**config.mk**
```make
export PLATFORM = sky130hd
export DESIGN_NAME = pe_row_scheduler_flat
export DESIGN_NICKNAME = d
export VERILOG_FILES = /design/src/rtl/pe_row_scheduler_if.sv /design/src/rtl/pe_row_scheduler.sv /design/src/flat_wrapper.sv
export SDC_FILE = /design/constraint.sdc
export NUM_CORES = 1
export LEC_CHECK = 0
export CAP_MARGIN = 20
export CORE_MARGIN = 5
export CORE_UTILIZATION = 60
export DETAILED_ROUTE_END_ITERATION = 8
export HOLD_SLACK_MARGIN = 0.08
export PLACE_DENSITY = 0.93
export SLEW_MARGIN = 20
export SYNTH_ARGS = -nofsm -noshare
export SYNTH_HDL_FRONTEND = slang
export SYNTH_SLANG_ARGS = --single-unit
export TNS_END_PERCENT = 20
```
**constraint.sdc**
```tcl
create_clock -name clk -period 7.9 [get_ports clk]
set_input_delay 1.58 -clock clk [delete_from_list [all_inputs] [get_ports clk]]
set_output_delay 1.58 -clock clk [all_outputs]
set_load 0.05 [all_outputs]
```
**src/rtl/pe_row_scheduler_if.sv**
```systemverilog
// Handshake and data bundle between the row scheduler, its 5-tap PE and the
// downstream consumer.
interface pe_row_scheduler_if #(
  parameter int unsigned NPIX_W = 12
) ();
  logic                      start;
  logic [NPIX_W-1:0]         num_pix;
  logic                      busy;
  logic                      done;
  logic                      pe_issue;
  logic [2:0]                row_sel;
  logic [NPIX_W-1:0]         pix_idx;
  logic signed [24:0]        p_sum;
  logic signed [27:0]        out_data;
  logic                      out_valid;
  logic                      out_ready;

  modport slave (
    input  start, num_pix, p_sum, out_ready,
    output busy, done, pe_issue, row_sel, pix_idx, out_data, out_valid
  );

  modport master (
    output start, num_pix, p_sum, out_ready,
    input  busy, done, pe_issue, row_sel, pix_idx, out_data, out_valid
  );
endinterface

```
**src/rtl/pe_row_scheduler.sv**
```systemverilog
// Issues 5 kernel rows per output pixel into a fixed-latency PE, accumulates the
// results and buffers them in a credit-managed FIFO. Optional macro PE_SEQ_SAT_EN
// clamps pushed results to signed 16-bit.
module pe_row_scheduler #(
  parameter int unsigned NPIX_W     = 12,
  parameter int unsigned FIFO_DEPTH = 2
) (
  input logic             clk,
  input logic             rst_n,
  pe_row_scheduler_if.slave bus
);
  localparam int unsigned PtrW = $clog2(FIFO_DEPTH);
  localparam int unsigned CntW = PtrW + 1;

  typedef enum logic [1:0] {StIdle, StIssue, StDrain} state_e;

  state_e             state_q, state_d;
  logic [2:0]         row_q, row_d;
  logic [NPIX_W-1:0]  pix_q, pix_d;
  logic [NPIX_W-1:0]  num_q, num_d;
  logic               done_q, done_d;

  logic [2:0]         vld_q, first_q, last_q;
  logic signed [27:0] acc_q;

  logic signed [27:0] mem_q [FIFO_DEPTH];
  logic [PtrW-1:0]    wr_q, rd_q;
  logic [CntW-1:0]    cnt_q, infl_q;

  logic [CntW:0]      used;
  logic               credit_ok, issue, start_px, push, pop;
  logic signed [27:0] psum_ext, sum, push_data;

  // Credits cover both buffered results and pixels whose rows are still in the PE.
  assign used      = {1'b0, cnt_q} + {1'b0, infl_q};
  assign credit_ok = used < (CntW + 1)'(FIFO_DEPTH);
  assign issue     = (state_q == StIssue) && ((row_q != 3'd0) || credit_ok);
  assign start_px  = issue && (row_q == 3'd0);
  assign psum_ext  = {{3{bus.p_sum[24]}}, bus.p_sum};
  assign sum       = acc_q + psum_ext;
  assign push      = vld_q[2] && last_q[2];
  assign pop       = (cnt_q != '0) && bus.out_ready;

`ifdef PE_SEQ_SAT_EN
  always_comb begin
    push_data = sum;
    if (sum > 28'sd32767) begin
      push_data = 28'sd32767;
    end else if (sum < -28'sd32768) begin
      push_data = -28'sd32768;
    end
  end
`else
  assign push_data = sum;
`endif

  always_comb begin
    state_d = state_q;
    row_d   = row_q;
    pix_d   = pix_q;
    num_d   = num_q;
    done_d  = 1'b0;
    unique case (state_q)
      StIdle: begin
        if (bus.start) begin
          if (bus.num_pix != '0) begin
            state_d = StIssue;
            num_d   = bus.num_pix;
            pix_d   = '0;
            row_d   = 3'd0;
          end else begin
            done_d = 1'b1;
          end
        end
      end
      StIssue: begin
        if (issue) begin
          if (row_q == 3'd4) begin
            row_d = 3'd0;
            if (pix_q == num_q - NPIX_W'(1)) begin
              state_d = StDrain;
            end else begin
              pix_d = pix_q + NPIX_W'(1);
            end
          end else begin
            row_d = row_q + 3'd1;
          end
        end
      end
      StDrain: begin
        if ((vld_q == 3'b000) && (cnt_q == '0)) begin
          state_d = StIdle;
          done_d  = 1'b1;
        end
      end
      default: state_d = StIdle;
    endcase
  end

  always_ff @(posedge clk or negedge rst_n) begin
    if (!rst_n) begin
      state_q <= StIdle;
      row_q   <= 3'd0;
      pix_q   <= '0;
      num_q   <= '0;
      done_q  <= 1'b0;
    end else begin
      state_q <= state_d;
      row_q   <= row_d;
      pix_q   <= pix_d;
      num_q   <= num_d;
      done_q  <= done_d;
    end
  end

  // Stage 3 lines up with the PE result of the row issued three cycles earlier.
  always_ff @(posedge clk or negedge rst_n) begin
    if (!rst_n) begin
      vld_q   <= 3'b000;
      first_q <= 3'b000;
      last_q  <= 3'b000;
      acc_q   <= '0;
    end else begin
      vld_q   <= {vld_q[1:0], issue};
      first_q <= {first_q[1:0], start_px};
      last_q  <= {last_q[1:0], issue && (row_q == 3'd4)};
      if (vld_q[2]) begin
        acc_q <= first_q[2] ? psum_ext : sum;
      end
    end
  end

  always_ff @(posedge clk or negedge rst_n) begin
    if (!rst_n) begin
      for (int i = 0; i < FIFO_DEPTH; i++) begin
        mem_q[i] <= '0;
      end
      wr_q   <= '0;
      rd_q   <= '0;
      cnt_q  <= '0;
      infl_q <= '0;
    end else begin
      if (push) begin
        mem_q[wr_q] <= push_data;
        wr_q        <= wr_q + PtrW'(1);
      end
      if (pop) begin
        rd_q <= rd_q + PtrW'(1);
      end
      unique case ({push, pop})
        2'b10:   cnt_q <= cnt_q + CntW'(1);
        2'b01:   cnt_q <= cnt_q - CntW'(1);
        default: cnt_q <= cnt_q;
      endcase
      unique case ({start_px, push})
        2'b10:   infl_q <= infl_q + CntW'(1);
        2'b01:   infl_q <= infl_q - CntW'(1);
        default: infl_q <= infl_q;
      endcase
    end
  end

  assign bus.busy      = (state_q != StIdle);
  assign bus.done      = done_q;
  assign bus.pe_issue  = issue;
  assign bus.row_sel   = row_q;
  assign bus.pix_idx   = pix_q;
  assign bus.out_valid = (cnt_q != '0);
  assign bus.out_data  = (cnt_q != '0) ? mem_q[rd_q] : '0;
endmodule

```
**src/flat_wrapper.sv**
```systemverilog
// flat-port wrapper written by rule: the top's interface ports become plain ports
module pe_row_scheduler_flat 
#(
  parameter int unsigned NPIX_W     = 12,
  parameter int unsigned FIFO_DEPTH = 2
)
  (clk, rst_n, bus_start, bus_num_pix, bus_p_sum, bus_out_ready, bus_busy, bus_done, bus_pe_issue, bus_row_sel, bus_pix_idx, bus_out_data, bus_out_valid);
  pe_row_scheduler_if #(.NPIX_W(NPIX_W)) bus_i ();
  input logic clk;
  input logic rst_n;
  input wire logic [$bits(bus_i.start)-1:0] bus_start;
  input wire logic [$bits(bus_i.num_pix)-1:0] bus_num_pix;
  input wire logic [$bits(bus_i.p_sum)-1:0] bus_p_sum;
  input wire logic [$bits(bus_i.out_ready)-1:0] bus_out_ready;
  output wire logic [$bits(bus_i.busy)-1:0] bus_busy;
  output wire logic [$bits(bus_i.done)-1:0] bus_done;
  output wire logic [$bits(bus_i.pe_issue)-1:0] bus_pe_issue;
  output wire logic [$bits(bus_i.row_sel)-1:0] bus_row_sel;
  output wire logic [$bits(bus_i.pix_idx)-1:0] bus_pix_idx;
  output wire logic [$bits(bus_i.out_data)-1:0] bus_out_data;
  output wire logic [$bits(bus_i.out_valid)-1:0] bus_out_valid;
  assign bus_i.start = bus_start;
  assign bus_i.num_pix = bus_num_pix;
  assign bus_i.p_sum = bus_p_sum;
  assign bus_i.out_ready = bus_out_ready;
  assign bus_busy = bus_i.busy;
  assign bus_done = bus_i.done;
  assign bus_pe_issue = bus_i.pe_issue;
  assign bus_row_sel = bus_i.row_sel;
  assign bus_pix_idx = bus_i.pix_idx;
  assign bus_out_data = bus_i.out_data;
  assign bus_out_valid = bus_i.out_valid;
  pe_row_scheduler #(.NPIX_W(NPIX_W), .FIFO_DEPTH(FIFO_DEPTH)) u_core (.clk(clk), .rst_n(rst_n), .bus(bus_i));
endmodule
```
After elaboration in Yosys (flattened, before gate mapping):

Index checks and enable logic that the tools add are counted.

* register bits: 129
* word-level logic and storage cells: 102
* input bits: 41
* output and inout bits: 47

* reductions and logical operators: 23
* eq/ne operators: 15
* $lt $le $gt $ge: 4
* multiplexer cells: 32
* bitwise operators: 2
* add/subtract/negate cells: 11

Operator list (count)
* $mux W28: 6
* $mux W12: 5
* $bwmux W56: 1
* $add A28 B25 Y28: 1
* $demux W28 S1: 1
* $pmux W12 S2: 1
* $add A12 B1 Y12 const B: 1
* $eq A12 B12 Y1: 1
* $mux W2: 6
* $mux W3: 4
* $reduce_and A6 Y1: 2
* $reduce_bool A12 Y1: 1
* $sub A12 B1 Y12 const B: 1
* $reduce_bool A2 Y1: 5
* $ne A2 B2 Y1 const B: 4
* $pmux W2 S2: 2
* $logic_and A1 B1 Y1: 7
* $eq A2 B1 Y1 const B: 3
* $eq A2 B2 Y1 const B: 3
* $logic_not A3 Y1: 2
* $ne A2 B1 Y1 const B: 3
* $pmux W2 S3: 1
* $pmux W3 S2: 1
* $add A2 B1 Y2 const B: 2
* 16 further kinds: 23

Depth between registers and ports, before layout:

* word-level depth: 7
* depth in mapped cells: 13
* depth with buffers taken out: 11

Worst setup path before layout:

OpenSTA, ideal clock, no wires.

* kind: input -> register
* start: input bus_p_sum[0]
* end: register u_core.acc_q[26]
* required time: 7.774 ns
* arrival: 3.955 ns
* stages: 11
* setup slack: 3.819 ns
* path buffers: 0
* setup time: 0.126 ns
* cells stage by stage: ha_1 > fa_1 > a21o_1 > a221oi_1 > a221oi_1 > nand2_1 > and4_1 > o21ai_0 > a31oi_1 > xnor2_1 > a221o_1

* longest elaborated chain between the ends: 2

Ends and longest elaborated chain
* from (decl): line flat_wrapper.sv:13 `input wire logic [$bits(bus_i.p_sum)-1:0] bus_p_sum;`
* $add A28 B25 Y28: line pe_row_scheduler.sv:40 `assign sum = acc_q + psum_ext;`
* $mux W28: line pe_row_scheduler.sv:128 `acc_q <= first_q[2] ? psum_ext : sum;`
* to (signal assigned): line pe_row_scheduler.sv:128
* to (decl): line pe_row_scheduler.sv:24 `logic signed [27:0] acc_q;`

No other way between the ends.
A chain may end at the register's enable or synchronous reset.

Worst setup path in the final report:

Ends and elaborated chain as after synthesis.

==> out/results.ini <==
[status]
outcome=finished, final reports clean

[synthesis]
yosysUniqueCellTypes=59
synth_area_per_cell_um2=8.91
synth_flop_cell=dfrtp_1
yosysTopAreaCell=dfrtp_1
syn-cell-area_um2=7320
synth-seq-area-share_pct=44.1
yosys.area.top_type_share_pct=44.1
yosysWarningCount=0
synth.net_count=898
synthCells=822
async_reset_ff_share_pct=100
synth_top_cells_by_area=dfrtp_1, nand2_1, ha_1, o21ai_0, nor2_1
synth-edff-count=0
ys_seq_elements=129

[floorplan]
die_area_um2=14500
die_y_um=120
rows=40
initial_core_util_pct=61.0
io_pins=88
die_x_um=120
core-area_um2=12000

[worst_setup_path]
crit_path_start_kind=input pin
r2r_start=u_core.num_q[0]
cp_slowest_cell=a221oi_1
critical_path.most_common_cell=a221oi_1
worstPathMaxFanout=4
crit_path_end_kind=flop
worstPathRequired_ns=8.20
slowest_delay_ns=0.60
path_buf_inv=1
r2r_end=u_core.bus.pix_idx[11]
critPathArrivalTime_ns=4.96
r2r_cells=11
worst-r2r-setup-slack_ns=4.19
path_cells=clkdlybuf4s50_1 -> ha_1 -> fa_1 -> a21o_1 -> a221oi_1 -> a221oi_1 -> nand2_1 -> and4_1 -> o21ai_0 -> a31oi_1 -> xnor2_1 -> a221o_1
crit_family=compound AO/OA/AOI/OAI gates
worstSetupPathType=in -> reg

[global_route]
grt_pass1_vias=6584
overflow=0
grt_antenna_before_repair=0
grt_pass1_wl_mm=32.3
grt_max_degree=87
track_usage_pct=27.7

[sta]
worst_pin_slew_ns=0.998
min_period_over_period_pct=59.0
hold_violations=0
finalCriticalPeriod_ns=4.66
fin_skew_ns=0.00743
finalSetupTns_ns=0
fmax_mhz=214
setup_viol=0
rsz0062_at_grt=false
maxSlewViolCount=0
slew-limit-headroom_pct=33.5

[clock_tree]
postCtsSetupRepairBufs=0
htree_levels=4
path_clk_slew_ns=0.05
cts-root-buf=clkbuf_16
cts_made_buffers=17
numClockSinks=129
cts_hold_buf=0
cts_buffer_depth=2
cts_tree=yes
clk_latency_ns=0.42
cts-resized-gates=0

[drt]
routed_wl_mm=19.5
drc=0
vias=6604
first_pass_iters=5
postRouteAntennaNets=0
drt-initial-drc-count=717
vias_per_cell=6.26
wl_per_cell_um=18.5

[layout]
seqCellArea_um2=3230
multi_input_area_um2=3840
fillers=770
syn2layout_area_growth_pct=21.6
mostFrequentLayoutCell=nand2_1
fin_nets=971
final_cell_mix=nand2_1, dfrtp_1, nor2_1
layout-drive-gt1-share_pct=5.84
diodes=0

[flow_run]
drv_cap=0

[worst_hold_path]
min_to=u_core.last_q[2]
hold_start=u_core.last_q[1]
hold_depth=0
min_path_type=reg -> reg

[placed_design]
portBuffers=87
dp_hpwl_mm=12.6
gp_congestion=0.936

-- stage by stage --
step,utilization (%),worst slack (ns),hold WS (ns),instances,instance area (um^2)
final,74.2,3.24,0.346,1055,8910
after global routing,74.2,3.11,0.354,1055,8910
after global placement,68.8,3.07,0.331,1023,8270
after CTS,74.1,3.28,0.348,1055,8900
after detailed placement,68.8,2.97,0.336,1023,8270
after floorplan,-,3.82,0.331,822,7320
-- registers in the layout, indices dropped and copies added (netlist names), 3 cells and up --
| signal | flops |
|---|---|
| u_core.mem_q | 56 |
| u_core.acc_q | 28 |
| u_core.num_q | 12 |
| u_core.bus.row_sel | 3 |
| u_core.first_q | 3 |
| u_core.bus.pix_idx | 12 |
| u_core.vld_q | 3 |
| u_core.last_q | 3 |
-- cell usage after synthesis, types with 6 or more instances --
cell type,n
o21ai_0,73
xnor2_1,38
nor2_1,89
xor2_1,14
a21o_1,8
nor2b_1,8
nor3_1,8
dfrtp_1,129
mux2i_1,32
ha_1,33
nand2_1,130
nand3_1,14
nand2b_1,6
o21a_1,9
and3_1,6
o211ai_1,8
or3_1,6
nor4_1,9
clkbuf_1,32
mux2_2,7
inv_1,27
a21oi_1,60
-- area by class of cell --
class | instances | share of cell area [%]
clock buffer | 20 | 5.13
sequential | 129 | 36.2
multi-input combinational | 627 | 43.1
tap | 147 | 2.06
timing repair buffer | 93 | 10.3
inverter | 27 | 1.14
clock inverter | 12 | 2.01
-- worst max path at each step --
stage	startpoint	cells after the start	endpoint
floorplan	bus_p_sum[0]	11	u_core.acc_q[26]
global placement	bus_p_sum[0]	12	u_core.acc_q[26]
detailed placement	bus_p_sum[0]	12	u_core.acc_q[26]
CTS	bus_p_sum[0]	12	u_core.acc_q[26]
global route	bus_p_sum[13]	11	u_core.mem_q[25]
finish	bus_p_sum[0]	12	u_core.acc_q[26]
-- worst register-to-register path: stages (launching register included) --
cell,delay [ns]
dfrtp_1,0.43
inv_1,0.10
ha_1,0.21
or3b_1,0.51
or3_1,0.38
and3_1,0.19
o31ai_1,0.23
a2111oi_1,0.16
a311o_1,0.44
or2_1,0.31
or4_1,0.52
a21oi_1,0.15
-- metal layers --
metal / GRT usage (%) / vias up / part of all wire, %
met5: 0 / - / 0
met4: 12.3 / 0 / 3.9
met3: 5.05 / 88 / 7.0
met2: 45.8 / 336 / 49
met1: 35.7 / 3162 / 40
li1: - / 3018 / -
-- logic make-up after synthesis --
family	share of synthesized area (%)
simple gates	18.7
compound gates	15.8
xor+xnor	6.22
mux	5.45
flops	44.1
fa+ha+maj	6.18
buf+inv	3.52
Power is left out: the tool's default activity adds up to more than one toggle a clock period on the data nets, which glitch-free logic cannot reach.
